==> src/rtl/ifetch_queue.sv <==
// Instruction-fetch front end: issues imem requests under a credit scheme, tags responses with their PC,
// queues them toward decode and discards stale responses after a redirect. Optional counters: IFETCH_PERF_EN.
module ifetch_queue #(
  parameter int DEPTH   = 4,
  parameter int MAX_OUT = 2
) (
  input  logic        clk,
  input  logic        rstn,
  input  logic [31:0] fetch_pc_i,
  input  logic        redirect_i,
  output logic        fetch_stall_o,
  output logic        imem_req_o,
  output logic [31:0] imem_addr_o,
  input  logic        imem_gnt_i,
  input  logic        imem_rvalid_i,
  input  logic [31:0] imem_rdata_i,
  output logic        if_valid_o,
  output logic [31:0] if_pc_o,
  output logic [31:0] if_inst_o,
  input  logic        id_ready_i,
  output logic [31:0] perf_discard_cnt_o,
  output logic [31:0] perf_stall_cnt_o,
  output logic        dbg_state_o
);
  localparam int AW = $clog2(DEPTH);
  localparam int CW = AW + 1;
  localparam int OW = $clog2(MAX_OUT + 1);
  localparam int TW = (MAX_OUT > 1) ? $clog2(MAX_OUT) : 1;

  typedef enum logic {FETCH = 1'b0, DRAIN = 1'b1} state_e;

  // Handshakes: an imem request transfers on imem_req_o & imem_gnt_i; a response is accepted
  // unconditionally on imem_rvalid_i; decode takes the head on if_valid_o & id_ready_i.
  state_e          state_q;
  logic [CW-1:0]   cnt_q, cnt_d;
  logic [AW-1:0]   wr_ptr_q, rd_ptr_q;
  logic [63:0]     fifo_q [DEPTH];
  logic [31:0]     tag_q [MAX_OUT];
  logic [TW-1:0]   tag_wr_q, tag_rd_q;
  logic [OW-1:0]   out_q, out_d;
  logic [OW-1:0]   disc_q, disc_d;
  logic            slots_ok, out_ok, gnt_hs, rsp, drop, wr_en, rd_en;

  function automatic logic [TW-1:0] tag_next(input logic [TW-1:0] p);
    return (p == TW'(MAX_OUT - 1)) ? '0 : p + TW'(1);
  endfunction

  // Credit counts both queued and in-flight instructions so a response always has a free entry.
  assign slots_ok      = (32'(cnt_q) + 32'(out_q)) < 32'(DEPTH);
  assign out_ok        = 32'(out_q) < 32'(MAX_OUT);
  assign imem_req_o    = rstn & (state_q == FETCH) & ~redirect_i & slots_ok & out_ok;
  assign imem_addr_o   = fetch_pc_i;
  assign gnt_hs        = imem_req_o & imem_gnt_i;
  assign fetch_stall_o = ~gnt_hs;
  assign rsp           = imem_rvalid_i & (out_q != '0);
  assign drop          = rsp & (disc_q != '0);
  assign wr_en         = rsp & ~drop & ~redirect_i;
  assign if_valid_o    = (cnt_q != '0);
  assign rd_en         = if_valid_o & id_ready_i;
  assign if_pc_o       = fifo_q[rd_ptr_q][63:32];
  assign if_inst_o     = fifo_q[rd_ptr_q][31:0];
  assign dbg_state_o   = state_q;

  always_comb begin
    out_d = out_q;
    if (gnt_hs && !rsp)      out_d = out_q + OW'(1);
    else if (!gnt_hs && rsp) out_d = out_q - OW'(1);
    disc_d = disc_q;
    if (redirect_i) disc_d = out_d;
    else if (drop)  disc_d = disc_q - OW'(1);
    cnt_d = cnt_q;
    if (redirect_i)          cnt_d = '0;
    else if (wr_en && !rd_en) cnt_d = cnt_q + CW'(1);
    else if (!wr_en && rd_en) cnt_d = cnt_q - CW'(1);
  end

  always_ff @(posedge clk or negedge rstn) begin
    if (!rstn) begin
      out_q    <= '0;
      disc_q   <= '0;
      cnt_q    <= '0;
      wr_ptr_q <= '0;
      rd_ptr_q <= '0;
      tag_wr_q <= '0;
      tag_rd_q <= '0;
    end else begin
      out_q  <= out_d;
      disc_q <= disc_d;
      cnt_q  <= cnt_d;
      if (redirect_i) begin
        wr_ptr_q <= '0;
        rd_ptr_q <= '0;
      end else begin
        if (wr_en) wr_ptr_q <= wr_ptr_q + AW'(1);
        if (rd_en) rd_ptr_q <= rd_ptr_q + AW'(1);
      end
      // Tags are popped for dropped responses too, keeping them aligned with the in-order memory.
      if (gnt_hs) tag_wr_q <= tag_next(tag_wr_q);
      if (rsp)    tag_rd_q <= tag_next(tag_rd_q);
    end
  end

  always_ff @(posedge clk or negedge rstn) begin
    if (!rstn) begin
      state_q <= FETCH;
    end else begin
      case (state_q)
        FETCH:   if (redirect_i && disc_d != '0) state_q <= DRAIN;
        DRAIN:   if (disc_d == '0) state_q <= FETCH;
        default: state_q <= FETCH;
      endcase
    end
  end

  always_ff @(posedge clk or negedge rstn) begin
    if (!rstn) begin
      for (int i = 0; i < DEPTH; i++) fifo_q[i] <= '0;
    end else if (wr_en) begin
      fifo_q[wr_ptr_q] <= {tag_q[tag_rd_q], imem_rdata_i};
    end
  end

  always_ff @(posedge clk) begin
    if (gnt_hs) tag_q[tag_wr_q] <= fetch_pc_i;
  end

`ifdef IFETCH_PERF_EN
  logic [31:0] disc_cnt_q, stall_cnt_q;

  always_ff @(posedge clk or negedge rstn) begin
    if (!rstn) begin
      disc_cnt_q  <= '0;
      stall_cnt_q <= '0;
    end else begin
      if (drop && disc_cnt_q != '1) disc_cnt_q <= disc_cnt_q + 32'd1;
      if (fetch_stall_o && state_q == FETCH && stall_cnt_q != '1) stall_cnt_q <= stall_cnt_q + 32'd1;
    end
  end

  assign perf_discard_cnt_o = disc_cnt_q;
  assign perf_stall_cnt_o   = stall_cnt_q;
`else
  assign perf_discard_cnt_o = 32'h0;
  assign perf_stall_cnt_o   = 32'h0;
`endif

endmodule

==> config.mk <==
export PLATFORM = sky130hd
export DESIGN_NAME = ifetch_queue
export DESIGN_NICKNAME = d
export VERILOG_FILES = /design/src/rtl/ifetch_queue.sv
export SDC_FILE = /design/constraint.sdc
export NUM_CORES = 1
export LEC_CHECK = 0
export BUFFER_PORTS_ARGS = -buffer_cell sky130_fd_sc_hd__buf_4
export CORE_MARGIN = 4
export CORE_UTILIZATION = 57
export DETAILED_ROUTE_END_ITERATION = 10
export HOLD_SLACK_MARGIN = 0.03
export MAX_ROUTING_LAYER = met4
export PLACE_DENSITY_LB_ADDON = 0.2
export SKIP_LAST_GASP = 1
export SLEW_MARGIN = 20
export SYNTH_ARGS = -nofsm -noshare
export SYNTH_HDL_FRONTEND = slang
export SYNTH_SLANG_ARGS = --single-unit
==> constraint.sdc <==
create_clock -name clk -period 3.8 [get_ports clk]
set_input_delay 0.76 -clock clk [delete_from_list [all_inputs] [get_ports clk]]
set_output_delay 0.76 -clock clk [all_outputs]
set_load 0.01 [all_outputs]
Word level (Yosys, flattened, before mapping)
Memories as Yosys holds them, arrays and structs flattened.
Index checks and enable logic that the tools add are counted.
- $lt $le $gt $ge: 5
- reduce and logical (&&, ||, !) cells: 18
- add/sub/neg operators: 10
- bitwise gates (word level): 16
- mux-type cells: 24
- operator list (kind ; number):
    $bwmux 256 ; 1
    $mux 64 ; 3
    $bmux 64 s2 ; 1
    $demux 64 s2 ; 1
    $mux 2 ; 8
    $and 1x1->1 ; 10
    $reduce_bool 2->1 ; 5
    $mux 3 ; 3
    $add 2x1->2 const B ; 3
    $ge 3x3->1 const B ; 2
    $logic_and 1x1->1 ; 6
    $mux 1 ; 6
    $not 2->3 ; 2
    $reduce_bool 3->1 ; 2
    $add 3x2->4 ; 1
    $logic_not 1->1 ; 4
    $lt 4x3->1 const B ; 1
    $not 1->1 ; 4
    $sub 2x1->2 const B ; 2
    $add 3x1->3 const B ; 1
    $lt 3x1->1 const B ; 1
    $sub 3x1->3 const B ; 1
    $add 1x1->1 const B ; 2
    $logic_not 2->1 ; 1
    other kinds (2) ; 2
- word-level logic and storage cells: 86
- bits in writable memories: 64
- memories: 1
- register bits: 270
- memory list (name ; depth ; bits a word ; read ports ; clocked after memory_dff ; write ports ; RTL line ; source):
    tag_q ; 2 ; 32 ; 1 ; 0 ; 1 ; 38 ; logic [31:0] tag_q [MAX_OUT];

Depth between registers and ports, before layout
- depth after elaboration: 15
- depth in mapped cells: 9
- gate-level depth less buffers: 8

Worst setup path after synthesis
Ideal clock, no wire load.
- path kind: input-to-reg
- from: input redirect_i
- to: memory tag_q[0][0], enable pin
- slack: 0.533 ns
- required time: 3.379 ns
- buffers on the path: 0
- stages: 3
- data arrival time: 2.846 ns
- cell sequence: nor4_1 -> nand4_1 -> nor2_1
- longest elaborated chain between the ends: 7
- ends and longest elaborated chain (element ; RTL line ; source):
    start: declaration ; 10 ; input logic redirect_i,
    $not 1->1 ; 51 ; assign imem_req_o = rstn & (state_q == FETCH) & ~redirect_i & slots_ok & out_ok;
    $and 1x1->1 (3 in a row) ; 51 ;
    $and 1x1->1 ; 53 ; assign gnt_hs = imem_req_o & imem_gnt_i;
    $mux 1 ; 124 ; if (gnt_hs) tag_q[tag_wr_q] <= fetch_pc_i;
    $mux 1 (implied by the code) ; 124 ;
    end: declaration ; 38 ;
No other way between the ends.

Final worst setup path
- from: register rd_ptr_q[0]
- to: output if_inst_o[21]
- longest elaborated chain between the ends: 4
- ends and longest elaborated chain (element ; RTL line ; source):
    start: declaration ; 36 ; logic [AW-1:0] wr_ptr_q, rd_ptr_q;
    start signal: assignment ; 95 ; if (rd_en) rd_ptr_q <= rd_ptr_q + AW'(1);
    $not 2->3 (implied by the code) ; 61 ; assign if_inst_o = fifo_q[rd_ptr_q][31:0];
    $bmux 64 s2 ; 61 ;
    $mux 64 (implied by the code) (2 in a row) ; 61 ;
    end: declaration ; 19 ; output logic [31:0] if_inst_o,
No other way between the ends. The select of a mux whose other input is x is not followed.

==> impl_metrics.toml <==
[synthesis]
synth.avg_cell_area_um2 = 13.8
synth_top_area_cell = "dfrtp_1"
synth_cells = 1050
synth_seq_cells = 334
synthesis.area_um2 = 14500
yosys-top-cells-count = "dfrtp_1, nand2_1, o21ai_0"
yosys.area.top_type_share_pct = 46.5
async_flop_share_pct = 80.8
ys.flop_type = "dfrtp_1"
synthTopCellsByArea = "dfrtp_1, edfxtp_1, mux4_2"
synth_cell_type_count = 39
synth_edf_count = 64
yosysMostFrequentCell = "dfrtp_1"
ys_seq_area_share_pct = 59.7
synth_warnings = 0

[placement]
place_hpwl_mm = 17.9
postPlaceCellArea_um2 = 15700
routabilityCongestion = 0.773
portBuffers = 169

[clock_tree]
clkTransAtPathRegs_ps = 60
cts_sinks = 334
htreeDepth = 2
clk_latency_ps = 510
cts_tree = "done"
numCtsBuffers = 34
cts_resized = 0
cts-root-buf = "clkbuf_16"
postCtsHoldBufs = 0
cts_setup_buffers = 0
clk_path_buf_depth = 3

[setup_path]
start_kind = "flip-flop"
worst_ep_arrival_time_ps = 2430
rrSetupSlack_ps = 1180
worst-path-max-fanout = 30
end_kind = "primary output"
crit_chain = "buf_4 > mux4_2 > buf_4"
max_stage_delay_ps = 830
r2r_cells = 7
cpMostUsedCell = "buf_4"
cp.required_ps = 3040
worst_path_max_delay_cell = "dfrtp_4"
path_class = "flip-flop to primary output"

[timing]
rsz0062_at_grt = "false"
hold_ws_ps = 114
final_hold_viol_count = 0
finClkSkew_ps = 18.6
fin_tns_setup_ps = 0
slew_viol_final = 0
worst_pin_slew_ps = 1040
setup_viol = 0
period_minus_slack_ps = 3190
period_share_pct = 84.0
slew_headroom_pct = 30.8
max_freq_ghz = 0.313

[final_layout]
areaGrowthSynthToFinish_pct = 15.9
nNetsFinal = 1253
drive_gt1_share_pct = 35.8
finalInstanceArea_um2 = 16800
antenna_cells = 0

[routing]
ant_nets = 0
num_vias = 8283
routed_wl_mm = 28.2
vias_per_cell = 5.41
drc_errors = 0
post_drt_wl_per_cell_um = 18.5
first_iter_violations = 553
drt_pass1_iterations = 4

[pwr]
power_frac_clock_pct = 28.7
swShare_pct = 29.2
p_comb_share_pct = 29.3
leakage_nw = 7.80
p_per_area_nw_per_um2 = 720
power_mw = 12.1
vdd_drop_max_mv = 0.415
internal_power_mw = 8.59
seqPwrFrac_pct = 42.0
p_sw_mw = 3.53

[floorplanning]
rows = 58
start_util_pct = 57.9
boundaryPins = 234
die_w_um = 168
core_area_um2 = 25100
die-area_um2 = 28100
fp.dieH_um = 168

[flow_run]
maxCapViolations = 0

[grt]
grt_max_degree = 185
track_usage_pct = 20.6
grt_pass1_wl_mm = 45.5
antenna_found_initial = 0
grt_pass1_vias = 8592
gr-total-overflow = 0

[outcome]
status = "finished clean"

[min_path]
hp-class = "input pin to async pin"
==> metrics by stage <==
stage / utilization (%) / setup slack, ps / std cells
6_report: 67.1 / 607 / 1530
5_1_grt: 67.1 / 451 / 1530
4_1_cts: 67.1 / 532 / 1530
3_5_place_dp: 62.3 / 989 / 1469
3_3_place_gp: 62.3 / 1080 / 1469
2_1_floorplan: - / 533 / 1113
==> final cells by class <==
type                            instances  area [um^2]
Sequential cell                       334         8690
Fill cell                            1896         8270
Multi-Input combinational cell        614         5090
Timing Repair Buffer                  183         1430
Clock buffer                           51         1060
Tap cell                              330          413
Clock inverter                         10          133
Inverter                                8         30.0
==> worst max-delay path: cells and delay by family, from the launching register on <==
kind | cells | cell delay, ps
mux | 1 | 540
buf+inv | 2 | 530
flops | 1 | 830
==> path summary, 6_finish.rpt <==
check	start	endpoint
max reg2reg	disc_q[0]	fifo_q[99]
min reg2reg	fifo_q[119]	fifo_q[119]
min in group clk	fetch_pc_i[29]	tag_q[1][29]
max in group asynchronous	rstn	fifo_q[250]
max	rd_ptr_q[0]	if_inst_o[21]
min	rstn	fifo_q[29]
==> layout by cell type (no fill, tap or decap), types with 2 or more instances in the layout <==
cell	Yosys	final
and2_1	2	2
and3_1	3	2
buf_12	0	4
buf_4	96	178
bufinv_16	0	3
clkbuf_1	19	5
clkbuf_16	0	36
clkbuf_8	0	10
clkinv_2	0	3
conb_1	1	64
dfrtp_1	270	267
dfrtp_4	0	2
edfxtp_1	64	64
ha_1	7	7
inv_1	8	8
inv_6	0	2
mux2_1	10	10
mux2_2	119	119
mux2i_1	33	33
mux4_2	64	64
nand2_1	134	134
nand2_4	0	4
nand3_1	3	3
nor2_1	9	8
nor2b_1	2	2
nor3_1	6	6
o21ai_0	126	126
o21ai_1	3	3
o31ai_1	2	2
xnor2_1	8	8
==> power by group through the flow <==
stage	Sequential [mW]	Clock (mW)	Combinational [mW]
after floorplan	4.79	0	2.48
after global placement	5.11	0	3.50
after detailed placement	5.15	0	3.60
after CTS	5.10	3.56	3.61
after global routing	5.21	3.71	3.87
final	5.09	3.48	3.55
==> state kept, by name, indices dropped and copies added, names as in the netlist <==
signal,flops
tag_rd_q,1
fifo_q,256
out_q,2
wr_ptr_q,2
cnt_q,3
disc_q,2
dbg_state_o,1
tag_wr_q,1
rd_ptr_q,2
tag_q,64
==> cell families (layout without fill, tap and decap cells) <==
logic type | Yosys count | in the layout | share of synthesized area (%)
simple gates | 170 | 170 | 4.86
fa+ha+maj | 8 | 8 | 0.740
mux | 226 | 226 | 22.2
compound gates | 137 | 137 | 4.85
xor+xnor | 9 | 9 | 0.542
other cells | 1 | 64 | 0.0258
buf+inv | 165 | 252 | 7.10
flops | 334 | 334 | 59.7
==> per-layer routing <==
metal	up-vias	GRT usage (%)	routed length, um
li1	3832	-	-
met1	4201	28.0	12400
met2	196	33.0	13800
met3	54	3.31	1320
met4	0	5.86	707
met5	-	-	0
(Power assumes the default switching activity.)
